--- config.mk ---
export PLATFORM = sky130hd
export DESIGN_NAME = bit_serial_adder
export DESIGN_NICKNAME = d
export VERILOG_FILES = /design/src/rtl/bit_serial_adder.sv
export SDC_FILE = /design/constraint.sdc
export NUM_CORES = 1
export LEC_CHECK = 0
export BUFFER_PORTS_ARGS = -buffer_cell sky130_fd_sc_hd__buf_2
export CORE_AREA = 2 2 52 78
export CTS_CLUSTER_DIAMETER = 50
export DETAILED_ROUTE_END_ITERATION = 8
export DIE_AREA = 0 0 54 80
export PLACE_DENSITY_LB_ADDON = 0.2
export REMOVE_ABC_BUFFERS = 1
export SLEW_MARGIN = 20
export SYNTH_ARGS = -nofsm -noshare
export SYNTH_HDL_FRONTEND = slang
export SYNTH_SLANG_ARGS = --single-unit
--- constraint.sdc ---
create_clock -name clk -period 1.2 [get_ports clk]
set_input_delay 0.36 -clock clk [delete_from_list [all_inputs] [get_ports clk]]
set_output_delay 0.36 -clock clk [all_outputs]
set_load 0.02 [all_outputs]
--- src/rtl/bit_serial_adder.sv ---
// Bit-serial adder: one full-adder cell, LSB first, WIDTH cycles per add.
// Define BIT_SERIAL_OVF_EN to add the signed-overflow output ovf.

module full_adder_cell (
    input  logic i_a,
    input  logic i_b,
    input  logic i_c,
    output logic o_s,
    output logic o_c
);
    logic w_axb;

    assign w_axb = i_a ^ i_b;
    assign o_s   = w_axb ^ i_c;
    assign o_c   = (i_a & i_b) | (w_axb & i_c);
endmodule

module bit_serial_adder #(
    parameter int WIDTH = 8
) (
    input  logic             clk,
    input  logic             rst,
    input  logic             start,
    input  logic [WIDTH-1:0] a,
    input  logic [WIDTH-1:0] b,
    input  logic             cin,
    output logic             busy,
    output logic             done,
    output logic [WIDTH-1:0] sum,
    output logic             cout
`ifdef BIT_SERIAL_OVF_EN
    ,
    output logic             ovf
`endif
);
    localparam int CW = $clog2(WIDTH) + 1;
    localparam logic [CW-1:0] LAST = CW'(WIDTH - 1);

    typedef enum logic [1:0] {
        IDLE,
        SHIFT,
        DONE
    } state_t;

    state_t           r_state;
    logic [WIDTH-1:0] r_a;
    logic [WIDTH-1:0] r_b;
    logic [WIDTH-1:0] r_s;
    logic             r_carry;
    logic [CW-1:0]    r_cnt;

    logic             w_s;
    logic             w_c;
    logic [WIDTH-1:0] w_s_next;

    full_adder_cell u_fa (
        .i_a (r_a[0]),
        .i_b (r_b[0]),
        .i_c (r_carry),
        .o_s (w_s),
        .o_c (w_c)
    );

    assign w_s_next = {w_s, r_s[WIDTH-1:1]};

    always_ff @(posedge clk) begin
        if (rst) begin
            r_state <= IDLE;
            r_a     <= '0;
            r_b     <= '0;
            r_s     <= '0;
            r_carry <= 1'b0;
            r_cnt   <= '0;
            busy    <= 1'b0;
            done    <= 1'b0;
            sum     <= '0;
            cout    <= 1'b0;
`ifdef BIT_SERIAL_OVF_EN
            ovf     <= 1'b0;
`endif
        end else begin
            unique case (r_state)
                IDLE, DONE: begin
                    done <= 1'b0;
                    if (start) begin
                        r_a     <= a;
                        r_b     <= b;
                        r_carry <= cin;
                        r_cnt   <= '0;
                        busy    <= 1'b1;
                        r_state <= SHIFT;
                    end else begin
                        r_state <= IDLE;
                    end
                end
                SHIFT: begin
                    r_carry <= w_c;
                    r_a     <= r_a >> 1;
                    r_b     <= r_b >> 1;
                    r_s     <= w_s_next;
                    r_cnt   <= r_cnt + CW'(1);
                    if (r_cnt == LAST) begin
                        sum     <= w_s_next;
                        cout    <= w_c;
                        done    <= 1'b1;
                        busy    <= 1'b0;
                        r_state <= DONE;
`ifdef BIT_SERIAL_OVF_EN
                        // r_carry is the carry into the MSB here
                        ovf     <= r_carry ^ w_c;
`endif
                    end
                end
                default: r_state <= IDLE;
            endcase
        end
    end
endmodule
* Word-level counts from Yosys, hierarchy flattened *
Cells that the tools add are included.

word-level totals
  bits in registers = 42
  bits in latches = 0
  memory bits (writable) = 0
  bits in read-only memories = 0
  bits of input ports = 20
  output and inout port bits = 11
  logic and storage cells = 44
  memories = 0

cells by class
  add/subtract/negate cells = 1
  multiply operators = 0
  divide/modulo/power cells = 0
  magnitude comparators = 0
  equal/unequal tests = 5
  shift operators = 0
  mux-type cells = 16
  bitwise gates (word level) = 5
  reduce and logical (&&, ||, !) cells = 7

operator list
  kind                                            number
  one-hot mux 8 bit (2 select lines)              2
  2-to-1 mux 8 bit                                2
  one-hot mux 4 bit (2 select lines)              1
  one-hot mux 1 bit (2 select lines)              3
  AND reduction 2 bit                             3
  2-to-1 mux 1 bit                                5
  adder 4 x 1 -> 4 bit (second input constant)    1
  == test 4 x 3 -> 1 bit (second input constant)  1
  2-to-1 mux 4 bit                                1
  != test 2 bit (second input constant)           2
  one-hot mux 2 bit (2 select lines)              1
  AND reduction 3 bit                             1
  bitwise AND 1 bit                               2
  == test 2 x 1 -> 1 bit (second input constant)  1
  == test 2 bit (second input constant)           1
  logical NOT 2 bit                               1
  2-to-1 mux 2 bit                                1
  nonzero test 2 bit                              1
  OR reduction 2 bit                              1
  XOR 1 bit                                       2
  OR 1 bit                                        1

* Depth between registers and ports, before layout *
Gate-level depths: netlist (run 1).

  depth after elaboration = 4
  gate-level depth with buffers = 5

* Hierarchy *
From an unflattened synthesis (run 1), not the netlist that was laid out.

second synthesis, totals
  cell total of the unflattened synthesis = 195
  area total of the unflattened synthesis = 1694.1 um2

by module, submodules not included
  module            instances  cells each  area an instance (um2)
  bit_serial_adder  1          194         1674.1
  full_adder_cell   1          1           20.0

* Worst setup path after synthesis (run 1) *
OpenSTA, ideal clock, no wires.

  path kind = flip-flop to flip-flop
  from = register r_cnt[0]
  to = register cout
  data arrival time = 1104 ps
  data required time = 1131 ps
  slack = 28 ps
  stages on the path, launching flop included = 6
  buffers on the path = 1
  clock period less this slack = 1172 ps
  cell sequence = dfxtp_1 > ha_1 > nand3b_1 > or2_1 > buf_2 > o21ai_1

on the way
  longest elaborated chain between the ends = 2

RTL lines
  element                               RTL line  text
  from (decl)                           50        logic [CW-1:0] r_cnt;
  from (signal assigned)                101       r_cnt <= r_cnt + CW'(1);
  == test 4 x 3 -> 1 bit                102       if (r_cnt == LAST) begin
  AND reduction 2 bit (no source line)  n/a
  to (signal assigned)                  104       cout <= w_c;
  to (decl)                             30        output logic cout

No other way between the ends.
A chain may end at the register's enable or synchronous reset.

* Worst setup path in the final report (run 1) *
  from = register r_carry
  to = register r_carry

on the way
  longest elaborated chain between the ends = 3

RTL lines
  element                             RTL line  text
  from (decl)                         49        logic r_carry;
  from (signal assigned)              88        r_carry <= cin;
  from (signal assigned)              97        r_carry <= w_c;
  bitwise AND 1 bit                   15        assign o_c = (i_a & i_b) | (w_axb & i_c);
  OR 1 bit                            15
  named net u_fa.o_c                  9         output logic o_c
  one-hot mux 1 bit (2 select lines)  82        unique case (r_state)

The timed path passes the listed nets, and every way through them passes these cells.

==> metrics.log, run 1 <==
[metrics] final worst-path setup slack: about 52 ps
[metrics] CP bufs+invs: 0
[metrics] crit path launch: r_carry
[metrics] Static Leak: 0.7894 nW
[metrics] total routing resource utilization after global routing: 0.1806
[metrics] result of the run: finished clean
[metrics] launch point of the worst reg-to-reg path: r_carry
[metrics] startpoint type of the worst setup path: flip-flop
[metrics] CTS H-Tree Depth: 2
[metrics] list of cells traversed by the critical path: fa_1 -> a22oi_1 -> a21oi_1
[metrics] portion of the post-synthesis area used by sequential elements: 0.4845
[metrics] share of the core filled with cells: 0.5648
[metrics] largest net degree at the start of global routing: 29
[metrics] CTS tree: built
[metrics] number of cells on the critical path: 3
[metrics] number of global-route vias before repair: roughly 1200
[metrics] overall die width: ~54 microns
[metrics] required arrival time at the worst endpoint: 1380 ps
[metrics] data arrival time of the critical path: about 1300 ps
[metrics] wire length per cell after detailed routing: approximately 13 microns
[metrics] die outline area: ~4300 sq um
[metrics] initial core utilization: 0.4643
[metrics] via count: around 1400
[metrics] Yosys reg bits: approximately 40
[metrics] relative area change from synthesis to final layout: 21.64%
[metrics] Die Span Y: roughly 80 microns
[metrics] Clock Tree Root: sky130_fd_sc_hd__clkbuf_8
[metrics] max frequency: 871.0 MHz
[metrics] fraction of layout cells with a size suffix above 1: 0.2687
[metrics] transition time at the pin with the least slew margin: about 190 ps
[metrics] CTS sink cnt: 41
[metrics] number of slew-limit violations in the final report: 0
[metrics] Floorplan Core Area: 3649 sq um
[metrics] count of buffers from port buffering: 30
[metrics] Hold Violations, Final: 0
[metrics] ratio of final minimum period to clock period: 0.9568
[metrics] Slowest-stage cell, CP: sky130_fd_sc_hd__fa_1
[metrics] kind of critical path: flip-flop to flip-flop
[metrics] Power per Cell Area: roughly 1300 nW/um^2
[metrics] gp weighted congestion: just under 0.7
[metrics] endpoint type of the worst setup path: flip-flop
[metrics] CTS clk-pin slew, worst paths: around 70 ps
[metrics] number of nets in the finished design: 248
[metrics] setup slack on the worst flop-to-flop path: approximately 52 ps
[metrics] setup slack at placement: -110.8 ps
[metrics] area of the mapped netlist: around 1700 sq um
[metrics] depth of the worst register-to-register path: 3
[metrics] final setup skew: approximately 2.8 ps
[metrics] normalized max-slew margin: 0.8716
[metrics] maximum net fanout on the critical path: 2
[metrics] average footprint of a synthesized cell: a little under 9 sq um
[metrics] antenna violations before repair: 0
[metrics] commonest non-fill, non-tap cell in the layout: sky130_fd_sc_hd__dfxtp_1
[metrics] Std-Cell Rows: 27
[metrics] top-level I/O count: 31
[metrics] Synth Warn #: 0
[metrics] number of design-rule violations left by the first detailed-router iteration: 30
[metrics] post-CTS setup buffer count: 0
[metrics] max-cap violation count: 0
[metrics] placed standard-cell area: around 1900 sq um
[metrics] most frequent cells in the layout: 38 x sky130_fd_sc_hd__dfxtp_1, 30 x sky130_fd_sc_hd__a21oi_1, 29 x sky130_fd_sc_hd__buf_2
[metrics] worst min path class: input pin to flip-flop
[metrics] setup repair after global routing missed its margin: true
[metrics] worst slack on hold paths: ~300 ps
[metrics] number of buffers on the longest clock path: 2
[metrics] Gate Count Post-Synth: slightly below 200
[metrics] total congestion overflow: 0
[metrics] clock period minus final worst setup slack: 1148 ps
[metrics] maximum cell stage delay along the critical path: 450 ps
[metrics] Peak supply drop: about 0.96 mV
[metrics] Routed WL: ~3400 microns
[metrics] HPWL Detailed: about 2400 microns
[metrics] CTS buffer count: 5
[metrics] residual antenna-violating net count after detailed routing: 0
[metrics] worst reg2reg endpoint: r_carry
[metrics] Setup violations, final: 0
[metrics] unique cell type count in the Yosys netlist: 25
[metrics] final instance area: slightly above 2000 sq um
[metrics] Residual DRC: 0
[metrics] vias per inst: about 5.4
[metrics] n_diodes: 0
[metrics] number of optimization iterations in the first detailed-route pass: 4
[metrics] family with the most delay on the worst path: adder cells
[metrics] insertion delay to the later sink of the worst-skew pair: 290 ps
[metrics] global-route wire length before repair: between 5000 and 6000 microns
[metrics] crit path capture: r_carry
-- power by group --
part | internal, mW | switching, mW | leakage, nW
clock network | 0.519 | 0.448 | 0.0542
logic | 0.140 | 0.174 | 0.400
registers | 1.41 | 0.0351 | 0.335
-- Yosys cell counts, drive strengths merged --
cell type | n | area share
dfxtp | 41 | 0.48
a21oi | 30 | 0.089
nand3 | 19 | 0.056
o21ai | 19 | 0.056
nand2 | 18 | 0.040
buf | 16 | 0.053
a22oi | 15 | 0.066
nand2b | 12 | 0.044
nor2b | 10 | 0.037
nor2 | 3 | 0.0066
clkbuf | 2 | 0.0044
mux2 | 2 | 0.016
a211oi | 1 | 0.0074
and2b | 1 | 0.0044
fa | 1 | 0.012
ha | 1 | 0.0074
nand3b | 1 | 0.0044
nand4 | 1 | 0.0037
nor3b | 1 | 0.0044
or2 | 1 | 0.0037
-- cell families (layout without fill, tap and decap cells) --
logic type,count (synthesis),count (layout),synth area share
DFF,41,41,0.4845
AOI/OAI and AO/OA,65,65,0.2186
buffers and inverters,18,50,0.05760
and+or+nand+nor,67,67,0.2046
muxes,2,2,0.01551
adders and majority gates,2,2,0.01920
-- worst min path at each step --
stage	from	endpoint	cells after the start
final	a[7]	r_a[7]	3
after global routing	a[7]	r_a[7]	3
after detailed placement	done	done	2
after global placement	done	done	2
after CTS	a[7]	r_a[7]	3
after floorplan	rst	r_cnt[2]	1
-- repair_timing --
action,CTS,global route
resized for setup,5,9
hold buffers,0,0
setup endpoints to repair,17,29
gates cloned,0,0
-- layer usage --
metal  track usage  part of all wire  up-vias
met5             0                 0        -
met4       0.07250            0.0052        0
met3       0.06367             0.051        2
met2        0.2890              0.53       41
met1        0.2145              0.41      664
li1              -                 -      739
-- sequential cells by signal, indices dropped and copies added (netlist names) --
register and flops:
sum 8, r_a 8, r_b 8, r_cnt 4, r_carry 1, r_state 2, cout 1, done 1
r_s 7, busy 1
-- final cells by class --
type / count / area, sq um
flip-flops and latches: 41 / 824.5
clock inverters: 1 / 5.005
fillers: 354 / 1588
clock buffers: 7 / 96.34
multi-input cells: 136 / 805.8
well taps: 43 / 53.80
repair buffers: 42 / 275.3
-- stage by stage --
stage / TNS (ps) / total power, mW / instances
3_3_place_gp: -379.2 / 1.765 / 262
5_1_grt: -30.04 / 2.876 / 270
2_1_floorplan: -9835 / 1.622 / 177
3_5_place_dp: -2040 / 1.778 / 262
6_report: 0 / 2.730 / 270
4_1_cts: 0 / 2.755 / 270
-- worst min-delay path: stages --
cell	delay, ps
sky130_fd_sc_hd__buf_2	90
sky130_fd_sc_hd__nand2_1	40
sky130_fd_sc_hd__a21oi_1	50
(Power assumes the default switching activity.)
==> inputs of run 2 (changes only) <==
Clock period 1.2 ns to 0.9 ns, I/O delays scaled along.
==> run 2 against run 1 <==
- the flow now finishes with violations (setup timing)
- clock-buffer cell count is the same
- non-clock buffer count grew 15
- core utilization grew 16 points
- first-iteration DRC count shrank 10%
- global-route usage grew 2.5 points
- critical endpoint is now sum[0]
- largest power group unchanged
==> metrics.log, run 2 (synthesis results as in run 1) <==
[metrics] result of the run: finished, violations left (was finished clean)
[metrics] violations in the final reports: setup timing
[metrics] final worst-path setup slack: -303.4 ps (was 51.85 ps)
[metrics] global-route wire length before repair: 6472 microns (was 5623 microns)
[metrics] CTS H-Tree Depth: 2 (unchanged)
[metrics] die outline area: 4320 sq um (unchanged)
[metrics] count of buffers from port buffering: 30 (unchanged)
[metrics] number of hold buffers added after CTS: 0 (unchanged)
[metrics] n_diodes: 0 (unchanged)
[metrics] number of nets in the finished design: 263 (was 248)
[metrics] Residual DRC: 0 (unchanged)
[metrics] normalized max-slew margin: 0.8414 (was 0.8716)
[metrics] via count: 1579 (was 1446)
[metrics] number of design-rule violations left by the first detailed-router iteration: 27 (was 30)
[metrics] Setup violations, final: 52 (was 0)
[metrics] CTS buffer count: 5 (unchanged)
[metrics] initial core utilization: 0.4643 (unchanged)
[metrics] fraction of layout cells with a size suffix above 1: 0.5579 (was 0.2687)
[metrics] relative area change from synthesis to final layout: 55.83% (was 21.64%)
[metrics] Die Span Y: 80 microns (unchanged)
[metrics] wire length per cell after detailed routing: 16.27 microns (was 12.73 microns)
[metrics] Min-Delay Path Depth: 3 (unchanged)
[metrics] setup slack on the worst flop-to-flop path: -300 ps (was 50 ps)
[metrics] Floorplan Core Area: 3649 sq um (unchanged)
[metrics] placed standard-cell area: 1946 sq um (was 1916 sq um)
[metrics] setup slack at placement: -350.1 ps (was -110.8 ps)
[metrics] Hold Violations, Final: 0 (unchanged)
[metrics] overall die width: 54 microns (unchanged)
[metrics] Power per Cell Area: 1595 nW/um^2 (was 1325 nW/um^2)
[metrics] CTS sink cnt: 41 (unchanged)
[metrics] most frequent cells in the layout: 26 x sky130_fd_sc_hd__dfxtp_1, 19 x sky130_fd_sc_hd__buf_2, 18 x sky130_fd_sc_hd__a21oi_2 (was 38 x sky130_fd_sc_hd__dfxtp_1, 30 x sky130_fd_sc_hd__a21oi_1, 29 x sky130_fd_sc_hd__buf_2)
[metrics] Clock Tree Root: sky130_fd_sc_hd__clkbuf_8 (unchanged)
[metrics] worst min path class: input pin to flip-flop (unchanged)
[metrics] max-cap violation count: 0 (unchanged)
[metrics] final instance area: 2640 sq um (was 2061 sq um)
[metrics] launch point of the worst hold path: b[7] (was a[7])
[metrics] final setup skew: 7.797 ps (was 2.766 ps)
[metrics] Std-Cell Rows: 27 (unchanged)
[metrics] Final Instance Count excl. Fillers: 285 (was 270)
[metrics] worst reg2reg endpoint: sum[0] (was r_carry)
[metrics] transition time at the pin with the least slew margin: 237.9 ps (was 192.6 ps)
[metrics] clock period minus final worst setup slack: 1203 ps (was 1148 ps)
[metrics] registers with the highest flip-flop counts: r_a x8, r_b x8, sum x8 (unchanged)
[metrics] antenna violations before repair: 0 (unchanged)
[metrics] launch point of the worst reg-to-reg path: r_cnt[0] (was r_carry)
[metrics] Peak supply drop: 1.936 mV (was 0.9567 mV)
[metrics] depth of the worst register-to-register path: 5 (was 3)
[metrics] worst hold endpoint: r_b[7] (was r_a[7])
[metrics] total congestion overflow: 0 (unchanged)
[metrics] Placed Instances: 266 (was 262)
[metrics] Static Leak: 0.9618 nW (was 0.7894 nW)
[metrics] gp weighted congestion: 0.7639 (was 0.6910)
[metrics] max frequency: 831.0 MHz (was 871.0 MHz)
[metrics] CTS tree: built (unchanged)
[metrics] required arrival time at the worst endpoint: 1080 ps (was 1380 ps)
[metrics] setup repair after global routing missed its margin: true (unchanged)
[metrics] endpoint type of the worst setup path: flip-flop (unchanged)
[metrics] number of global-route vias before repair: 1466 (was 1248)
[metrics] maximum net fanout on the critical path: 11 (was 2)
[metrics] number of optimization iterations in the first detailed-route pass: 4 (unchanged)
[metrics] HPWL Detailed: 2436 microns (was 2410 microns)
[metrics] commonest non-fill, non-tap cell in the layout: sky130_fd_sc_hd__dfxtp_1 (unchanged)
[metrics] total routing resource utilization after global routing: 0.2054 (was 0.1806)
[metrics] startpoint type of the worst setup path: flip-flop (unchanged)
[metrics] share of the core filled with cells: 0.7236 (was 0.5648)
[metrics] largest net degree at the start of global routing: 24 (was 29)
[metrics] power after layout: 4.211 mW (was 2.730 mW)
[metrics] residual antenna-violating net count after detailed routing: 0 (unchanged)
[metrics] CTS clk-pin slew, worst paths: 80 ps (was 70 ps)
[metrics] top-level I/O count: 31 (unchanged)
[metrics] ratio of final minimum period to clock period: 1.337 (was 0.9568)
[metrics] number of slew-limit violations in the final report: 0 (unchanged)
[metrics] kind of critical path: flip-flop to flip-flop (unchanged)
[metrics] vias per inst: 5.540 (was 5.356)
[metrics] Routed WL: 4636 microns (was 3437 microns)
[metrics] insertion delay to the later sink of the worst-skew pair: 290 ps (about the same)
[metrics] number of buffers on the longest clock path: 2 (unchanged)
[metrics] data arrival time of the critical path: 1380 ps (was 1330 ps)
## run 2: cell count changes in the layout (fill, tap and decap cells not counted), sizes merged
cell and delta:
clkbuf +3, clkinv -1, bufinv +1, buf +12
## run 2: layer usage
layer	GRT usage	up-vias	part of all wire
met1	0.2252	753	0.37
met4	0.06750	0	0.022
met5	0	-	0
li1	-	774	-
met2	0.3659	43	0.57
met3	0.05618	9	0.038
## run 2: worst max-delay path by stage
| stage | start | to | cells after the start |
|---|---|---|---|
| floorplan | r_state[1] | r_cnt[2] | 3 |
| global placement | start | r_a[3] | 5 |
| detailed placement | r_cnt[0] | sum[5] | 4 |
| CTS | r_cnt[0] | sum[0] | 5 |
| global route | r_cnt[0] | sum[0] | 5 |
| finish | r_cnt[0] | sum[0] | 5 |
## run 2: layout make-up
class	instances	area, sq um
fill	281	1008
tap	43	53.80
timing repair buffer	57	569.3
clock inverter	1	30.03
sequential	41	842.1
clock buffer	7	86.33
multi-input combinational	136	1059
## run 2: timing repair
action / 4_1_cts / 5_1_grt
pin swaps: 3 / 30
setup buffers: 1 / 4
setup endpoints to repair: 52 / 52
gates cloned: 1 / 5
resized for setup: 62 / 58
## run 2: stage by stage
stage	hold slack (ps)	setup TNS (ps)
after detailed placement	444.9	-11300
after global routing	209.6	-12980
after global placement	448.0	-9472
after floorplan	334.6	-21240
final	202.0	-10360
after CTS	202.2	-9319
## run 2: power by group
group,switching (mW),internal (mW)
clock,0.620,0.904
sequential,0.0651,1.89
combinational,0.366,0.370
total,1.05,3.16
## run 2: worst max-delay path, cell delays in order, from the launching register on
cell and delay (ps):
sky130_fd_sc_hd__dfxtp_2 360, sky130_fd_sc_hd__ha_4 160, sky130_fd_sc_hd__nand3b_1 120, sky130_fd_sc_hd__buf_4 200, sky130_fd_sc_hd__o21ai_0 150, sky130_fd_sc_hd__o21ai_1 90
